**src/rtl/apb_alu_slave.sv**
```systemverilog
// apb_alu_slave: APB ALU slave (ADD/SUB/ABSDIFF, optional MUL when APB_ALU_MUL_EN is defined)
module apb_alu_slave #(
    parameter int DATA_W      = 32,
    parameter int ADDR_W      = 32,
    parameter int WAIT_STATES = 0
) (
    input  logic              PCLK,
    input  logic              PRESET,
    input  logic              PSEL,
    input  logic              PENABLE,
    input  logic              PWRITE,
    input  logic [ADDR_W-1:0] PRWADDR,
    input  logic [DATA_W-1:0] PRWDATA,
    output logic [DATA_W-1:0] PRDATA1,
    output logic              PREADY,
    output logic              PSLVERR
);
    typedef enum logic [1:0] {IDLE, CALC, DONE_ST} state_t;
    state_t state, state_nx;
    logic [3:0] wcnt;
    logic [DATA_W-1:0] a, b, result, rd_val, alu_res, d_ab, d_ba, sub_res, abs_res;
    logic [DATA_W:0] sum;
    logic [1:0] op;
    logic [2:0] idx;
    logic done, ovf, busy, alu_ovf, calc_end, ge;
    logic mapped, op3_bad, err, commit, wr, start, res_rd;

    assign idx     = PRWADDR[4:2];
    assign mapped  = PRWADDR[ADDR_W-1:5] == '0 && PRWADDR[1:0] == 2'b00 && idx <= 3'd4;
    assign busy    = state == CALC;
    assign PREADY  = PSEL & PENABLE & (wcnt == 4'd0);
    assign err     = !mapped | (PWRITE & (idx >= 3'd3 | busy | (idx == 3'd2 & op3_bad)));
    assign PSLVERR = PREADY & err;
    assign commit  = PREADY & !err;
    assign wr      = commit & PWRITE;
    assign start   = wr & (idx == 3'd2) & PRWDATA[2];
    assign res_rd  = commit & !PWRITE & (idx == 3'd4);
    assign rd_val  = idx == 3'd0 ? a :
                     idx == 3'd1 ? b :
                     idx == 3'd2 ? {{(DATA_W-2){1'b0}}, op} :
                     idx == 3'd3 ? {{(DATA_W-3){1'b0}}, ovf, done, busy} : result;
    assign PRDATA1 = commit ? rd_val : '0;

    assign sum     = {1'b0, a} + {1'b0, b};
    assign d_ab    = a - b;
    assign d_ba    = b - a;
    assign ge      = a >= b;
    assign sub_res = ge ? d_ab : {1'b1, d_ba[DATA_W-2:0]};
    assign abs_res = ge ? d_ab : d_ba;

`ifdef APB_ALU_MUL_EN
    localparam int CNT_W = $clog2(DATA_W);
    logic [2*DATA_W-1:0] mc, acc, acc_nx;
    logic [DATA_W-1:0] mp;
    logic [CNT_W-1:0] mcnt;
    assign op3_bad  = 1'b0;
    assign acc_nx   = acc + (mp[0] ? mc : '0);
    assign calc_end = op != 2'd3 || mcnt == '0;
    assign alu_res  = op == 2'd0 ? sum[DATA_W-1:0] : op == 2'd1 ? sub_res :
                      op == 2'd2 ? abs_res : acc_nx[DATA_W-1:0];
    assign alu_ovf  = op == 2'd0 ? sum[DATA_W] : (op == 2'd3) & (|acc_nx[2*DATA_W-1:DATA_W]);
    // Shift-add multiplier: one partial product accumulated per CALC cycle
    always_ff @(posedge PCLK) begin
        if (PRESET) begin
            mc   <= '0;
            acc  <= '0;
            mp   <= '0;
            mcnt <= '0;
        end else if (start) begin
            mc   <= {{DATA_W{1'b0}}, a};
            acc  <= '0;
            mp   <= b;
            mcnt <= CNT_W'(DATA_W - 1);
        end else if (busy && op == 2'd3) begin
            acc  <= acc_nx;
            mc   <= mc << 1;
            mp   <= mp >> 1;
            mcnt <= mcnt - 1'b1;
        end
    end
`else
    assign op3_bad  = PRWDATA[1:0] == 2'd3;
    assign calc_end = 1'b1;
    assign alu_res  = op == 2'd0 ? sum[DATA_W-1:0] : op == 2'd1 ? sub_res : abs_res;
    assign alu_ovf  = (op == 2'd0) & sum[DATA_W];
`endif

    // Wait-state counter: loaded in setup, counts down through the access phase
    always_ff @(posedge PCLK) begin
        if (PRESET)
            wcnt <= 4'd0;
        else if (PSEL && !PENABLE)
            wcnt <= 4'(WAIT_STATES);
        else if (PSEL && PENABLE && wcnt != 4'd0)
            wcnt <= wcnt - 4'd1;
    end

    // Register file, result capture and sticky DONE (a new START beats DONE set)
    always_ff @(posedge PCLK) begin
        if (PRESET) begin
            a      <= '0;
            b      <= '0;
            op     <= '0;
            result <= '0;
            ovf    <= 1'b0;
            done   <= 1'b0;
        end else begin
            if (wr && idx == 3'd0) a <= PRWDATA;
            if (wr && idx == 3'd1) b <= PRWDATA;
            if (wr && idx == 3'd2) op <= PRWDATA[1:0];
            if (busy && calc_end) begin
                result <= alu_res;
                ovf    <= alu_ovf;
            end
            done <= start ? 1'b0 : (busy && calc_end) ? 1'b1 : res_rd ? 1'b0 : done;
        end
    end

    // Compute FSM state register
    always_ff @(posedge PCLK) begin
        if (PRESET)
            state <= IDLE;
        else
            state <= state_nx;
    end

    // Compute FSM next state
    always_comb begin
        state_nx = state;
        case (state)
            IDLE:    state_nx = start ? CALC : IDLE;
            CALC:    state_nx = calc_end ? DONE_ST : CALC;
            DONE_ST: state_nx = start ? CALC : IDLE;
            default: state_nx = IDLE;
        endcase
    end
endmodule

```
**config.mk**
```make
export PLATFORM = sky130hd
export DESIGN_NAME = apb_alu_slave
export DESIGN_NICKNAME = d
export VERILOG_FILES = /design/src/rtl/apb_alu_slave.sv
export SDC_FILE = /design/constraint.sdc
export NUM_CORES = 1
export LEC_CHECK = 0
export CORE_ASPECT_RATIO = 1.2
export CORE_MARGIN = 2
export CORE_UTILIZATION = 60
export DETAILED_ROUTE_END_ITERATION = 16
export HOLD_SLACK_MARGIN = 0.06
export PLACE_DENSITY = 0.83
export SYNTH_ARGS = -nofsm -noshare
export SYNTH_HDL_FRONTEND = slang
export SYNTH_SLANG_ARGS = --single-unit
```
**constraint.sdc**
```tcl
create_clock -name PCLK -period 5.4 [get_ports PCLK]
set_input_delay 0.81 -clock PCLK [delete_from_list [all_inputs] [get_ports PCLK]]
set_output_delay 0.81 -clock PCLK [all_outputs]
set_load 0.005 [all_outputs]
```
==> impl_metrics.csv, run 1 <==
group,metric,value,unit
run_status,status,"finished, final reports clean",
finish,nFillCells,1430,
power_and_ir_drop,leakagePower,4.45,nW
die,die_x,121,um
die,dieArea,0.0176,mm^2
clock_tree,cts_setup_buffers,0,
flow_run,maxCapViolCount,0,
timing,final_hold_viol_count,0,
power_and_ir_drop,power.density,142,mW/mm^2
logic_synthesis,post-synth-top-area-cell,"dfxtp_1",
logic_synthesis,ys_seq_area_frac,0.214,
clock_tree,cts_tree,"done",
finish,drive_gt1_frac,0.0450,
global_routing,grt_max_degree,68,
global_routing,grt_pass1_vias,10400,
critical_path,path_cells,"clkdlybuf4s50_1 -> or4_1 -> nor4_1 -> nand4_1 -> a21oi_1 -> nand2_1 -> buf_4 -> nor2_1 -> clkdlybuf4s50_1",
die,start_util,0.613,
die,core-area,0.0162,mm^2
critical_path,criticalPathCategory,"in2out",
finish,finalCoreUtilization,0.696,
detailed_routing,drt_pass1_iterations,6,
detailed_routing,ant_nets,0,
logic_synthesis,ys_ff_latch,106,
critical_path,cpPeakStageDelay,520,ps
timing,setup_tns,0,ps
timing,relSlewSlack,0.201,
timing,slew_viol_final,0,
logic_synthesis,synthArstFlopShare,0,
logic_synthesis,syn_inst,1426,
detailed_routing,drt_iter0_drc,1036,
clock_tree,cts_max_path_buffers,2,
placed_design,gp_congestion,1.00,
logic_synthesis,ys.flop_type,"dfxtp_1",
clock_tree,cts_buffers,9,
detailed_routing,route.detailed.drc,0,
timing,setup_viol,0,
timing,rsz0062_at_grt,"false",
critical_path,crit_path_max_fanout,23,
critical_path,cp.arrival,3770,ps
detailed_routing,wl_per_cell,20.1,um
timing,tightest_slew,1200,ps
placed_design,portBuffers,102,
critical_path,crit_path_start_kind,"input pin",
global_routing,gr-total-overflow,0,
logic_synthesis,synth_cell_type_count,78,
logic_synthesis,yosys-top-cells-area,"dfxtp_1 21%, ha_1 12%, nand2_1 9.1%",
timing,period_minus_slack,4580,ps
placed_design,hpwlAfterDp,24300,um
clock_tree,clockRootBuffer,"clkbuf_16",
placed_design,dpl_worst_slack,868,ps
clock_tree,clk_pin_slew_worst_paths,70,ps
finish,final_nets,1631,
timing,fin_ws,820,ps
clock_tree,h-tree-depth,3,
logic_synthesis,synth_edf_count,0,
timing,fin_skew,11.8,ps
critical_path,path_common_cell,"clkdlybuf4s50_1",
logic_synthesis,syn_area,0.00993,mm^2
critical_path,critPathRequiredTime,4590,ps
global_routing,grt_usage,0.379,
die,num_rows,51,
logic_synthesis,ys_warn_count,0,
die,ios,103,
timing,fmax,0.218,GHz
clock_tree,hold_buffers,0,
clock_tree,post_cts_resized,0,
detailed_routing,wirelength,33800,um
finish,diodes,0,
detailed_routing,post_drt_via_cell_ratio,6.38,
clock_tree,clock_sinks,106,
logic_synthesis,syn_nets,1595,
critical_path,setup.worst_path.end_class,"primary output",
power_and_ir_drop,vdd_ir_drop_max,129,uV
logic_synthesis,synth.avg_cell_area,6.97,um^2
finish,syn_to_final_growth,13.5,%
finish,multi_input_area,0.00705,mm^2
finish,regArea,0.00212,mm^2
logic_synthesis,synth_top_area_frac,0.214,
global_routing,grt_pass1_wl,53600,um
critical_path,crit_slowest_cell,"clkdlybuf4s50_1",
min_path,min-delay-path-class,"reg2reg",
power_and_ir_drop,power,1.60,mW
timing,fin_crit_sh,0.848,
die,dieHeight,145,um
global_routing,grt_antenna_before_repair,0,
clock_tree,clk-insertion-delay-late,370,ps
detailed_routing,dr_total_vias,10700,
[metrics by stage]
step | instances | hold slack (ps) | area, um^2
final | 1679 | 454 | 11300
after global routing | 1679 | 472 | 11300
after CTS | 1679 | 451 | 11300
after detailed placement | 1663 | 440 | 11000
after global placement | 1663 | 429 | 11000
after floorplan | 1426 | 413 | 9930
[synth_stat cells, drive strengths merged, types with 4 or more instances]
| cell type | number |
|---|---|
| o211ai | 21 |
| a211oi | 25 |
| a31o | 5 |
| xor2 | 4 |
| or4 | 4 |
| nor3 | 22 |
| buf | 20 |
| o31ai | 8 |
| nor4 | 19 |
| or3 | 6 |
| a31oi | 18 |
| o21bai | 21 |
| o211a | 6 |
| o21ai | 88 |
| dfxtp | 106 |
| a21oi | 172 |
| mux2i | 21 |
| a32oi | 5 |
| ha | 97 |
| inv | 102 |
| clkbuf | 74 |
| nand2 | 243 |
| mux2 | 4 |
| a22oi | 34 |
| nor3b | 7 |
| nand4 | 16 |
| a221oi | 6 |
| nand3 | 17 |
| o21a | 6 |
| nor2 | 121 |
| nand2b | 14 |
| xnor2 | 23 |
| a21o | 24 |
| o311ai | 4 |
| nor2b | 11 |
| and3 | 4 |
[worst max-delay path, delay by kind of cell]
family | cells | cell delay [ps]
AO/OA/AOI/OAI | 1 | 240
buffers and inverters | 3 | 1310
AND/OR/NAND/NOR | 5 | 1410
[power by group]
part | internal (mW) | total (mW) | switching (mW) | leakage (nW)
clock network | 0.376 | 0.706 | 0.330 | 0.142
registers | 0.782 | 0.783 | 0.00100 | 0.853
logic | 0.0541 | 0.110 | 0.0563 | 3.45
total | 1.21 | 1.60 | 0.387 | 4.45
[cell families (layout without fill, tap and decap cells)]
logic type / count (synthesis) / count (layout) / synth area share
xor gates and xnor gates: 27 / 27 / 0.0238
AOI/OAI and AO/OA: 474 / 474 / 0.305
muxes: 27 / 27 / 0.0302
and+or+nand+nor: 496 / 496 / 0.221
DFF: 106 / 106 / 0.214
adders and majority gates: 100 / 100 / 0.128
buffers and inverters: 196 / 237 / 0.0788
[layout by cell type, fill, tap and decap left out, drive strengths merged, types with 23 or more instances in the layout]
cell | netlist | routed
nor2 | 121 | 121
clkdlybuf4s50 | 0 | 100
inv | 102 | 103
a211oi | 25 | 25
nand2 | 243 | 243
a21oi | 172 | 172
dfxtp | 106 | 106
ha | 97 | 97
o21ai | 88 | 88
a22oi | 34 | 34
a21o | 24 | 24
xnor2 | 23 | 23
[final timing paths]
path,endpoint,from,slack [ps],cells past startpoint
hold reg to reg,state[0]$_SDFF_PP0_,state[0]$_SDFF_PP0_,450,1
setup / recovery,PRDATA1[19],PRWADDR[14],820,9
hold / removal,state[0]$_SDFF_PP0_,state[0]$_SDFF_PP0_,450,1
setup reg to reg,result[4]$_SDFFE_PP0P_,a[20]$_SDFFE_PP0P_,1180,12
[routing by layer]
layer	vias to the layer above	wire, um	GRT usage
li1	5078	-	-
met1	4997	13200	0.452
met2	510	16500	0.657
met3	122	2200	0.0515
met4	0	1900	0.194
met5	-	0	0
[area by class of cell]
class	count	area share
Clock buffer	11	0.0215
Clock inverter	5	0.00555
Inverter	102	0.0340
Multi-Input combinational cell	1124	0.625
Sequential cell	106	0.188
Tap cell	212	0.0235
Timing Repair Buffer	119	0.102
[flip-flops by register name (all words and copies together), names as in the netlist]
signal,flops
result,32
done,1
wcnt,4
a,32
b,32
state,2
ovf,1
op,2
Note: power is estimated with default switching activity, not from simulation.
==> run 2: changes to the inputs <==
--- a/config.mk
+++ b/config.mk
@@ -7,10 +7,10 @@
 export LEC_CHECK = 0
 export CORE_ASPECT_RATIO = 1.2
 export CORE_MARGIN = 2
-export CORE_UTILIZATION = 60
+export CORE_UTILIZATION = 59
 export DETAILED_ROUTE_END_ITERATION = 16
 export HOLD_SLACK_MARGIN = 0.06
-export PLACE_DENSITY = 0.83
+export PLACE_DENSITY = 0.81
 export SYNTH_ARGS = -nofsm -noshare
 export SYNTH_HDL_FRONTEND = slang
 export SYNTH_SLANG_ARGS = --single-unit
==> constraint.sdc (replaced) <==
create_clock -name PCLK -period 4.6 [get_ports PCLK]
set_input_delay 0.69 -clock PCLK [delete_from_list [all_inputs] [get_ports PCLK]]
set_output_delay 0.69 -clock PCLK [all_outputs]
set_load 0.005 [all_outputs]
==> run 2 against run 1 <==
  * Register-to-register slack worse by 600 ps
  * Clock power up 11%
  * First-iteration DRC count increased by 14%
  * Design area grew 0.57%
  * Global-route usage is 0.14 points higher
  * Utilization down 0.15 points
  * Sequential share of layout area fell by 0.11 points
  * Via count up 2.1%
  * Clock-buffer cell count down 1
  * Largest power group unchanged
  * Hold slack better by 5.6 ps
  * Sequential cell count stayed put
==> impl_metrics.csv, run 2 (synthesis gave the netlist of run 1 again) <==
group,metric,value,unit
global_routing,grt_max_degree,54,
die,dieArea,0.0179,mm^2
timing,period_minus_slack,4020,ps
global_routing,grt_antenna_before_repair,0,
finish,final_nets,1643,
detailed_routing,route.detailed.drc,0,
die,die_x,122,um
timing,fin_crit_sh,0.873,
flow_run,maxCapViolCount,0,
power_and_ir_drop,p_switching,472,uW
timing,holdWs,460,ps
power_and_ir_drop,pwr-share-seq,0.502,
critical_path,crit_path_start_kind,"register",
critical_path,cpPeakStageDelay,660,ps
timing,relSlewSlack,0.367,
clock_tree,hold_buffers,0,
critical_path,crit_path_max_fanout,16,
detailed_routing,ant_nets,0,
detailed_routing,drt_pass1_iterations,5,
global_routing,grt_usage,0.381,
die,start_util,0.608,
timing,rsz0062_at_grt,"false",
die,dieHeight,146,um
critical_path,r2r-end,"result[10]$_SDFFE_PP0P_",
finish,reg_top3,"a: 32 flops, b: 32 flops, result: 32 flops",
min_path,min_path_cells,2,
power_and_ir_drop,vdd_ir_drop_max,171,uV
critical_path,critPathRequiredTime,4870,ps
detailed_routing,wirelength,34500,um
finish,drive_gt1_frac,0.0527,
power_and_ir_drop,power.density,161,mW/mm^2
critical_path,cp.arrival,4280,ps
timing,fmax,0.249,GHz
min_path,min-delay-path-class,"reg2reg",
placed_design,dpl.cell_count,1675,
finish,nFillCells,1433,
critical_path,ff2ff_path_depth,12,
power_and_ir_drop,p_comb_frac,0.071,
clock_tree,clock_sinks,106,
placed_design,gp_congestion,0.993,
timing,tightest_slew,948,ps
critical_path,crit_slowest_cell,"o211a_1",
critical_path,reg2reg_from,"b[1]$_SDFFE_PP0P_",
power_and_ir_drop,power,1.83,mW
power_and_ir_drop,p_clk_frac,0.427,
clock_tree,cts_setup_buffers,0,
detailed_routing,wl_per_cell,20.4,um
detailed_routing,drt_iter0_drc,1179,
clock_tree,post_cts_resized,0,
clock_tree,clk-insertion-delay-late,370,ps
timing,fin_ws,584,ps
timing,setup_tns,0,ps
clock_tree,cts_tree,"done",
critical_path,setup.worst_path.end_class,"register",
clock_tree,cts_max_path_buffers,2,
die,num_rows,51,
clock_tree,clk_pin_slew_worst_paths,80,ps
finish,final_common_cell,"nand2_1",
clock_tree,h-tree-depth,3,
power_and_ir_drop,leakagePower,4.49,nW
timing,fin_skew,12.8,ps
clock_tree,cts_buffers,9,
placed_design,hpwlAfterDp,25300,um
power_and_ir_drop,swShare,0.258,
global_routing,grt_pass1_wl,54200,um
placed_design,portBuffers,102,
die,core-area,0.0163,mm^2
power_and_ir_drop,intPower,1.36,mW
min_path,min_to,"result[15]$_SDFFE_PP0P_",
timing,final_hold_viol_count,0,
clock_tree,clockRootBuffer,"clkbuf_16",
critical_path,path_cells,"inv_1 -> fa_1 -> a211oi_1 -> o21ai_0 -> a31o_2 -> a211oi_2 -> o211a_1 -> a21oi_1 -> nor3_1 -> mux2i_1 -> xnor2_1 -> a211oi_1",
placed_design,dpl_worst_slack,673,ps
critical_path,criticalPathCategory,"reg2reg",
detailed_routing,post_drt_via_cell_ratio,6.47,
finish,fin_cells,1691,
global_routing,grt_pass1_vias,10600,
critical_path,ff2ff_setup_slack,580,ps
finish,diodes,0,
finish,final_cell_mix,"241 x nand2_1, 172 x a21oi_1, 119 x nor2_1",
finish,syn_to_final_growth,14.1,%
die,ios,103,
global_routing,gr-total-overflow,0,
min_path,hp-start,"result[15]$_SDFFE_PP0P_",
detailed_routing,dr_total_vias,10900,
run_status,status,"finished, final reports clean",
timing,slew_viol_final,0,
timing,setup_viol,0,
critical_path,path_common_cell,"a211oi_1",
## run 2: cell type report
type / count / area, um^2 / share of cell area
clock inverter: 6 / 50.0 / 0.00441
inverter: 102 / 383 / 0.0338
multi-input combinational: 1124 / 7050 / 0.621
tap: 212 / 265 / 0.0234
clock buffer: 10 / 229 / 0.0202
timing repair buffer: 131 / 1240 / 0.110
sequential: 106 / 2120 / 0.187
## run 2: per-stage QoR
step	utilization	area, um^2
final	0.694	11300
after CTS	0.694	11300
after global placement	0.677	11100
after detailed placement	0.677	11100
after floorplan	-	9930
after global routing	0.694	11300
## run 2: critical path, delay by kind of cell (launching register included)
kind | cells | cell delay [ps]
adder cells (fa/ha/maj) | 1 | 440
AND/OR/NAND/NOR | 1 | 380
multiplexers | 1 | 150
buffers and inverters | 1 | 150
XOR/XNOR | 1 | 160
flip-flops | 1 | 510
AO/OA/AOI/OAI | 7 | 2140
## run 2: layer usage
metal | wire (um) | track usage
met1 | 13600 | 0.456
met2 | 16700 | 0.641
met3 | 2390 | 0.0582
met4 | 1900 | 0.214
met5 | 0 | 0
## run 2: worst max-delay path by stage
| stage | startpoint | to | cells after the start |
|---|---|---|---|
| floorplan | b[0]$_SDFFE_PP0P_ | result[4]$_SDFFE_PP0P_ | 13 |
| finish | b[1]$_SDFFE_PP0P_ | result[10]$_SDFFE_PP0P_ | 12 |
| CTS | b[1]$_SDFFE_PP0P_ | result[4]$_SDFFE_PP0P_ | 12 |
| detailed placement | b[1]$_SDFFE_PP0P_ | result[4]$_SDFFE_PP0P_ | 12 |
| global route | b[1]$_SDFFE_PP0P_ | result[10]$_SDFFE_PP0P_ | 12 |
| global placement | PRWADDR[14] | PRDATA1[15] | 9 |
## run 2: power groups by stage
stage / combinational (mW) / sequential (mW) / clock, mW
after floorplan: 0.0437 / 0.940 / 0
after global placement: 0.125 / 0.941 / 0
after detailed placement: 0.127 / 0.941 / 0
after CTS: 0.128 / 0.919 / 0.779
after global routing: 0.137 / 0.919 / 0.806
final: 0.130 / 0.919 / 0.782
==> run 3: changes to the inputs <==
--- a/config.mk
+++ b/config.mk
@@ -11,6 +11,7 @@
 export DETAILED_ROUTE_END_ITERATION = 16
 export HOLD_SLACK_MARGIN = 0.06
 export PLACE_DENSITY = 0.81
+export SKIP_LAST_GASP = 1
 export SYNTH_ARGS = -nofsm -noshare
 export SYNTH_HDL_FRONTEND = slang
 export SYNTH_SLANG_ARGS = --single-unit
==> results of run 3 <==
Same layout as run 2: the final DEF is identical, and so are final timing and power.
